==> config.mk <==
export PLATFORM = sky130hd
export DESIGN_NAME = fir_mac_p
export DESIGN_NICKNAME = d
export VERILOG_FILES = /design/src/rtl/fir_pkg.sv /design/src/rtl/fir_coef_store.sv /design/src/rtl/fir_mac_p.sv
export SDC_FILE = /design/constraint.sdc
export NUM_CORES = 2
export LEC_CHECK = 0
export ABC_AREA = 1
export CELL_PAD_IN_SITES_DETAIL_PLACEMENT = 0
export CELL_PAD_IN_SITES_GLOBAL_PLACEMENT = 2
export CORE_UTILIZATION = 36
export DETAILED_ROUTE_END_ITERATION = 10
export PLACE_DENSITY = 0.75
export SKIP_CTS_REPAIR_TIMING = 1
export SLEW_MARGIN = 40
export SYNTH_ARGS = -nofsm -noshare
export SYNTH_HDL_FRONTEND = slang
export SYNTH_SLANG_ARGS = --single-unit
==> constraint.sdc <==
create_clock -name clk -period 8.3 [get_ports clk]
set_input_delay 0.83 -clock clk [delete_from_list [all_inputs] [get_ports clk]]
set_output_delay 0.83 -clock clk [all_outputs]
set_load 0.02 [all_outputs]
==> src/rtl/fir_pkg.sv <==
// Shared types and constants for the fir_mac_p time-multiplexed FIR.
// State enum, default coefficient table, rounding constant, ACC_W helper.
package fir_pkg;

  typedef enum logic [1:0] {
    IDLE,
    MAC,
    OUT
  } state_t;

  // Accumulator wide enough that TAPS full-precision products never wrap.
  function automatic int acc_width(
    input int dw,
    input int cw,
    input int taps
  );
    return dw + cw + $clog2(taps);
  endfunction

  // Default table: h[0] = largest positive Q(cw-1) value, rest zero,
  // which makes the filter a pass-through of the newest sample.
  function automatic longint def_coef(
    input int k,
    input int cw
  );
    if (k == 0)
      return (64'sd1 <<< (cw - 1)) - 64'sd1;
    return 64'sd0;
  endfunction

  // Half an LSB of the output scale, added before the Q shift.
  function automatic longint round_const(
    input int cw
  );
    return 64'sd1 <<< (cw - 2);
  endfunction

endpackage

==> src/rtl/fir_coef_store.sv <==
// Coefficient store h[0..TAPS-1] with a combinational read at tap k.
// Ports: k (read index), coef (h[k]); with FIR_COEF_LOAD_EN also
// clk, reset, we, addr, din for run-time writes (reset reloads table).
module fir_coef_store
  import fir_pkg::*;
#(
  parameter int TAPS   = 32,
  parameter int COEF_W = 16
) (
`ifdef FIR_COEF_LOAD_EN
  input  logic                    clk,
  input  logic                    reset,
  input  logic                    we,
  input  logic [$clog2(TAPS)-1:0] addr,
  input  logic [COEF_W-1:0]       din,
`endif
  input  logic [$clog2(TAPS)-1:0] k,
  output logic [COEF_W-1:0]       coef
);

  logic [COEF_W-1:0] h [TAPS];

`ifdef FIR_COEF_LOAD_EN
  always_ff @(posedge clk or posedge reset) begin
    if (reset) begin
      for (int i = 0; i < TAPS; i++)
        h[i] <= COEF_W'(def_coef(i, COEF_W));
    end else if (we) begin
      h[addr] <= din;
    end
  end
`else
  for (genvar i = 0; i < TAPS; i++) begin : g_rom
    assign h[i] = COEF_W'(def_coef(i, COEF_W));
  end
`endif

  assign coef = h[k];

endmodule

==> src/rtl/fir_mac_p.sv <==
// Parametrised single-multiplier FIR: one MAC per clock over TAPS taps.
// Ports: clk, reset (async high), sample/xIn in; yOut/yValid/busy/overrun
// out. FIR_COEF_LOAD_EN adds coef_we/coef_addr/coef_din writes (idle only).
module fir_mac_p
  import fir_pkg::*;
#(
  parameter int TAPS   = 32,
  parameter int DATA_W = 16,
  parameter int COEF_W = 16,
  parameter int ACC_W  = acc_width(DATA_W, COEF_W, TAPS)
) (
  input  logic                    clk,
  input  logic                    reset,
  input  logic                    sample,
  input  logic [DATA_W-1:0]       xIn,
`ifdef FIR_COEF_LOAD_EN
  input  logic                    coef_we,
  input  logic [$clog2(TAPS)-1:0] coef_addr,
  input  logic [COEF_W-1:0]       coef_din,
`endif
  output logic [DATA_W-1:0]       yOut,
  output logic                    yValid,
  output logic                    busy,
  output logic                    overrun
);

  localparam int KW = $clog2(TAPS);
  localparam int PW = DATA_W + COEF_W;

  localparam logic signed [ACC_W-1:0] RND =
    ACC_W'(round_const(COEF_W));
  localparam logic signed [ACC_W-1:0] YMAX =
    {{(ACC_W-DATA_W+1){1'b0}}, {(DATA_W-1){1'b1}}};
  localparam logic signed [ACC_W-1:0] YMIN =
    {{(ACC_W-DATA_W+1){1'b1}}, {(DATA_W-1){1'b0}}};

  state_t state;
  state_t state_nx;

  logic [KW-1:0]            k;
  logic signed [DATA_W-1:0] x [TAPS];
  logic signed [ACC_W-1:0]  acc;
  logic [COEF_W-1:0]        h_raw;
  logic signed [COEF_W-1:0] h;
  logic signed [PW-1:0]     prod;
  logic signed [ACC_W-1:0]  prod_ext;
  logic signed [ACC_W-1:0]  acc_rnd;
  logic signed [ACC_W-1:0]  acc_sh;
  logic [DATA_W-1:0]        y_sat;
  logic                     last;

`ifdef FIR_COEF_LOAD_EN
  logic coef_wr;

  // Writes during a convolution would corrupt it; drop them.
  assign coef_wr = coef_we && (state == IDLE);
`endif

  fir_coef_store #(
    .TAPS  (TAPS),
    .COEF_W(COEF_W)
  ) u_coef (
`ifdef FIR_COEF_LOAD_EN
    .clk  (clk),
    .reset(reset),
    .we   (coef_wr),
    .addr (coef_addr),
    .din  (coef_din),
`endif
    .k    (k),
    .coef (h_raw)
  );

  assign h    = $signed(h_raw);
  assign last = (k == KW'(TAPS - 1));
  assign prod = x[k] * h;

  assign prod_ext =
    {{(ACC_W-PW){prod[PW-1]}}, prod};

  // Round half up, then drop the Q(COEF_W-1) fraction.
  assign acc_rnd = acc + RND;
  assign acc_sh  = acc_rnd >>> (COEF_W - 1);

  always_comb begin
    y_sat = acc_sh[DATA_W-1:0];
    if (acc_sh > YMAX)
      y_sat = YMAX[DATA_W-1:0];
    else if (acc_sh < YMIN)
      y_sat = YMIN[DATA_W-1:0];
  end

  always_ff @(posedge clk or posedge reset) begin
    if (reset)
      state <= IDLE;
    else
      state <= state_nx;
  end

  always_comb begin
    state_nx = state;
    unique case (state)
      IDLE:    if (sample) state_nx = MAC;
      MAC:     if (last) state_nx = OUT;
      OUT:     state_nx = IDLE;
      default: state_nx = IDLE;
    endcase
  end

  always_ff @(posedge clk or posedge reset) begin
    if (reset) begin
      for (int i = 0; i < TAPS; i++)
        x[i] <= '0;
      acc     <= '0;
      k       <= '0;
      yOut    <= '0;
      yValid  <= 1'b0;
      busy    <= 1'b0;
      overrun <= 1'b0;
    end else begin
      yValid <= 1'b0;
      if (sample && state != IDLE)
        overrun <= 1'b1;
      unique case (state)
        IDLE: begin
          if (sample) begin
            for (int i = TAPS - 1; i > 0; i--)
              x[i] <= x[i-1];
            x[0] <= $signed(xIn);
            acc  <= '0;
            k    <= '0;
            busy <= 1'b1;
          end
        end
        MAC: begin
          acc <= acc + prod_ext;
          k   <= k + 1'b1;
        end
        OUT: begin
          yOut   <= y_sat;
          yValid <= 1'b1;
          busy   <= 1'b0;
        end
        default: ;
      endcase
    end
  end

endmodule
======== Word level (Yosys, flattened, before mapping) ========
Memory sizes are Yosys's and may differ from the RTL's.
Index checks and enable logic that the tools add are counted.
operators by class
  $mul .................................... 1
  bitwise operators ....................... 1
  order comparisons ....................... 3
  equal/unequal tests ..................... 5
  mux-type cells .......................... 17
  reductions and logical operators ........ 9
  shift-type cells ........................ 0
  div/mod/pow operators ................... 0
  add/subtract/negate cells ............... 3
operators with widths
  operator                                                       count
  two-way mux 16 bit                                             6
  binary-select mux 16 bit (select 5 bit)                        1
  case mux 37 bit (2 select lines)                               1
  adder 37 x 16 -> 37 bit (second input constant)                1
  adder 37 x 32 -> 37 bit                                        1
  two-way mux 37 bit                                             1
  multiplier 16 x 16 -> 32 bit                                   1
  > comparator 22 x 16 -> 1 bit (second input constant)          1
  less-than comparator 22 x 16 -> 1 bit (second input constant)  1
  case mux 5 bit (2 select lines)                                1
  AND reduction 2 bit                                            4
  greater-or-equal comparator 6 bit (second input constant)      1
  inverter 5 -> 6 bit                                            1
  nonzero test 2 bit                                             3
  adder 5 x 1 -> 5 bit (second input constant)                   1
  equality test 5 bit (second input constant)                    1
  two-way mux 5 bit                                              1
  two-way mux 2 bit                                              2
  inequality test 2 bit (second input constant)                  2
  case mux 2 bit (2 select lines)                                1
  equality test 2 x 1 -> 1 bit (second input constant)           1
  equality test 2 bit (second input constant)                    1
  logical NOT 2 bit                                              1
  two-way mux 1 bit                                              2
  other kinds (2)                                                2
storage, ports and cells
  RAM bits ................................ 0
  memories ................................ 1
  bits in registers ....................... 575
  latch bits .............................. 0
  bits of input ports ..................... 19
  bits in read-only memories .............. 512
memories
  name              depth  width  read ports  clocked after memory_dff  write ports  line                  text
  (name not given)  32     16     1           0                         0            fir_coef_store.sv:38  assign coef = h[k];

======== Longest topological paths before layout ========
  depth in word-level cells ............... 7
  depth in mapped cells ................... 34
  depth with buffers taken out ............ 31

======== Modules after synthesis ========
From an unflattened synthesis, not the netlist that was laid out.
unflattened totals
  cells, all modules ...................... 4,812
  area, all modules ....................... 38,500.7 µm²
modules (own cells, without submodules)
  module          times used  cells an instance  area each (µm²)
  fir_mac_p       1           4,789              38,358.0
  fir_coef_store  1           23                 142.6

======== Least setup slack after synthesis ========
No wires, ideal clock.
  path type ............................... reg2reg
  from .................................... register k[0]
  to ...................................... register acc[36]
  required time ........................... 8,174 ps
  stages on the path, launching flop included .. 32
  slack ................................... 1,051 ps
  arrival ................................. 7,123 ps
  cell sequence ........................... dfrtp_1 -> inv_1 -> clkbuf_1 -> clkbuf_1 -> ha_1 -> nand4_1 -> inv_1 -> nand2_1 -> inv_1 -> ha_1 -> xor2_1 -> fa_1 -> inv_1 -> fa_1 -> inv_1 -> fa_1 -> fa_1 -> inv_1 -> fa_1 -> inv_1 -> ha_1 -> nand2_1 -> nor2_1 -> inv_1 -> nor2_1 -> nand2_1 -> nand2_1 -> nand2_1 -> nand3_1 -> nand2_1 -> nand2_1 -> o21ai_0
on the way
  cells in the longest elaborated chain, start to end .. 7
  elaborated cells on any way between the ends .. 10
RTL lines
  element                                                                                 line                                   text
  start: declaration                                                                      fir_mac_p.sv:40                        logic [KW-1:0] k;
  start signal: assignment                                                                fir_mac_p.sv:137                       k <= k + 1'b1;
  inverter 5 -> 6 bit (implied by the code) *                                             fir_coef_store.sv:38, fir_mac_p.sv:76
  memory (32 x 16 bit) / binary-select mux 16 bit (select 5 bit) (equally long branches)  --
  two-way mux 16 bit, on equally long branches (2 in a row)                               fir_coef_store.sv:38, fir_mac_p.sv:76
  multiplier 16 x 16 -> 32 bit *                                                          fir_mac_p.sv:76                        assign prod = x[k] * h;
  adder 37 x 32 -> 37 bit *                                                               fir_mac_p.sv:136                       acc <= acc + prod_ext;
  case mux 37 bit (2 select lines) *                                                      fir_mac_p.sv:124                       unique case (state)
  end signal: assignment                                                                  fir_mac_p.sv:136
  end: declaration                                                                        fir_mac_p.sv:42                        logic signed [ACC_W-1:0] acc;
Every way passes the cells marked *; elsewhere a longest branch is shown, timed or not. The select of a mux whose other input is x is not followed.
A chain may end at the register's enable or synchronous reset.

======== Worst setup path in the final report ========
  from .................................... register k[1]
  to ...................................... register acc[21]
The elaborated chain is that of the path after synthesis.

==> flow_metrics.tcl <==
set metrics [dict create \
    crit_type "flip-flop to flip-flop" \
    arrival_ns 7.74 \
    gp_congestion 0.876 \
    synth_edf_count 0 \
    fin_nets 2125 \
    grtUsageTotal 0.213 \
    grt_pass1_wl_um 65800 \
    vias_per_cell 4.70 \
    dr.pass1.iters 5 \
    die_h_um 201 \
    ys_async_sr_fraction 1.00 \
    row_count 72 \
    cp-end-kind "flip-flop" \
    synth_warnings 0 \
    relSlewSlack 0.465 \
    die_x_um 201 \
    synth.area.top_cells "fa_1 (25%), dfrtp_1 (22%), ha_1 (11%)" \
    port_buffers 37 \
    vias 10966 \
    synth_top_area_frac 0.253 \
    syn_to_final_growth_pct 10.8 \
    setup_viol 0 \
    tightest_slew_ns 0.794 \
    wl_um 40600 \
    yosysSeqAreaShare 0.222 \
    drc 0 \
    cts_tree "built" \
    holdWs_ns 0.479 \
    fin_crit_sh 0.896 \
    status "finished, final reports clean" \
    synth_seq_cells 127 \
    syn_area_per_cell_um2 8.03 \
    grt_max_degree 80 \
    worstPathRequired_ns 8.60 \
    rsz0062_at_grt "no" \
    final_cells 2333 \
    fin_crit_ns 7.44 \
    synth_top_area_cell "fa_1" \
    crit_fanout 20 \
    r2r_slack_ns 0.86 \
    drt_iter0_drc 518 \
    placedCellCount 2300 \
    first_global_vias 11676 \
    synth_cell_types 41 \
    fmax_mhz 134 \
    synth_nets 2106 \
    numCtsBuffers 17 \
    hp-class "flip-flop to flip-flop" \
    dpl_cell_area_um2 15200 \
    synthFlopType "dfrtp_1" \
    critPathLaunchType "flip-flop" \
    finalHoldViolCount 0 \
    slew_violations 0 \
    syn-cell-area_um2 14300 \
    start_util 0.368 \
    clk_path_buf_depth 2 \
    dieArea_um2 40500 \
    fin_area_um2 15800 \
    cts_root_buf "clkbuf_16" \
    hpwl_um 32700 \
    clock_sinks 127 \
    netlist_instances 1782 \
    clkTransAtPathRegs_ns 0.06 \
    fin_worst_skew_ns 0.0139 \
    fp.coreArea_um2 38900 \
    ioPinCount 38 \
    maxCapViolCount 0 \
    regArea_um2 3180 \
    clk_latency_ns 0.45 \
    drive_gt1_frac 0.0397 \
    multi_input_area_um2 9380 \
    grt_overflow 0 \
    setup_tns_ns 0 \
    antenna_found_initial 0 \
    ant_nets 0 \
    nFillCells 4152 \
    wl_per_cell_um 17.4 \
    htreeDepth 4 \
]
-- layout make-up --
cell class,instances,share of cell area
tap,518,0.0409
clock buffer,18,0.0271
multi-input combinational,1192,0.592
antenna,1,0.000158
sequential,127,0.201
timing repair buffer,54,0.0317
inverter,409,0.0972
clock inverter,14,0.0107
-- synthesized netlist by cell type, drive strengths merged, types with 3 or more instances --
cell type / number
nor2: 111
nor3: 9
o211ai: 7
nand3: 34
o21ai: 152
dfrtp: 127
o22ai: 9
ha: 124
xnor2: 16
nand3b: 3
o21a: 3
clkbuf: 46
buf: 8
nand2: 388
a21oi: 91
fa: 181
xor2: 35
o21bai: 7
nand4: 5
or2: 6
inv: 408
-- stage by stage --
stage	util	worst slack, ns
3_3_place_gp	0.392	0.833
5_1_grt	0.407	0.234
3_5_place_dp	0.392	0.805
2_1_floorplan	-	1.05
6_report	0.407	0.861
4_1_cts	0.407	0.776
-- cells in the final DEF (no fill, tap or decap), types with 3 or more instances in the layout --
cell type,n
xnor2_1,16
o21bai_1,6
clkbuf_16,17
o21a_1,3
ha_1,124
inv_8,4
fa_1,181
dfrtp_1,127
nor2_4,3
o211ai_1,7
a21oi_1,91
nand3b_1,3
nor2_1,106
o22ai_1,9
buf_4,16
xor2_1,35
inv_6,5
nand4_1,5
nand3_1,31
nand2_2,4
or2_2,6
inv_1,405
clkdlybuf4s50_1,37
nand2_1,384
o21ai_0,152
nor3_1,7
-- flip-flops by register name (all words and copies together), names as in the netlist --
signal	cells
overrun	1
yOut	16
state	2
acc	37
yValid	1
busy	1
k	5
x	64
-- critical path: stages (launching register included) --
cell and delay, ns:
dfrtp_1 0.32, buf_4 0.25, clkinv_1 0.13, ha_1 0.19, nand4_1 0.14, inv_1 0.23
nand2_1 0.32, inv_1 0.14, fa_1 0.57, inv_1 0.14, fa_1 0.50, inv_1 0.06
fa_1 0.53, fa_1 0.52, fa_1 0.54, inv_1 0.05, fa_1 0.52, inv_1 0.04
ha_1 0.36, nand2_1 0.17, o21ai_0 0.49, a21oi_1 0.08, o21ai_0 0.33, nand2_1 0.10
nand2_1 0.15, a21oi_1 0.07, o21ai_0 0.18, o21ai_0 0.15
-- routing by layer --
layer	share of wire	global-route usage	up-vias
li1	-	-	5442
met3	0.034	0.0353	45
met5	0	0	-
met4	0.020	0.0530	0
met1	0.51	0.309	5296
met2	0.44	0.329	183
-- final timing paths --
check | startpoint | to | depth (start not counted)
worst max-delay path | k[1] | acc[21] | 27
worst min-delay path | overrun | overrun | 1
worst max register to register | k[1] | acc[21] | 27
worst min register to register | overrun | overrun | 1
max in group asynchronous | reset | acc[5] | 3
min in group asynchronous | reset | yOut[5] | 2
-- cells by family after synthesis --
group	count (synthesis)	synth area share
and+or+nand+nor	558	0.158
buffers and inverters	463	0.123
adders and majority gates	305	0.362
xor gates and xnor gates	51	0.0312
AOI/OAI and AO/OA	278	0.104
DFF	127	0.222
Power is left out: the tool's default activity adds up to more than one toggle a clock period on the data nets, which glitch-free logic cannot reach.
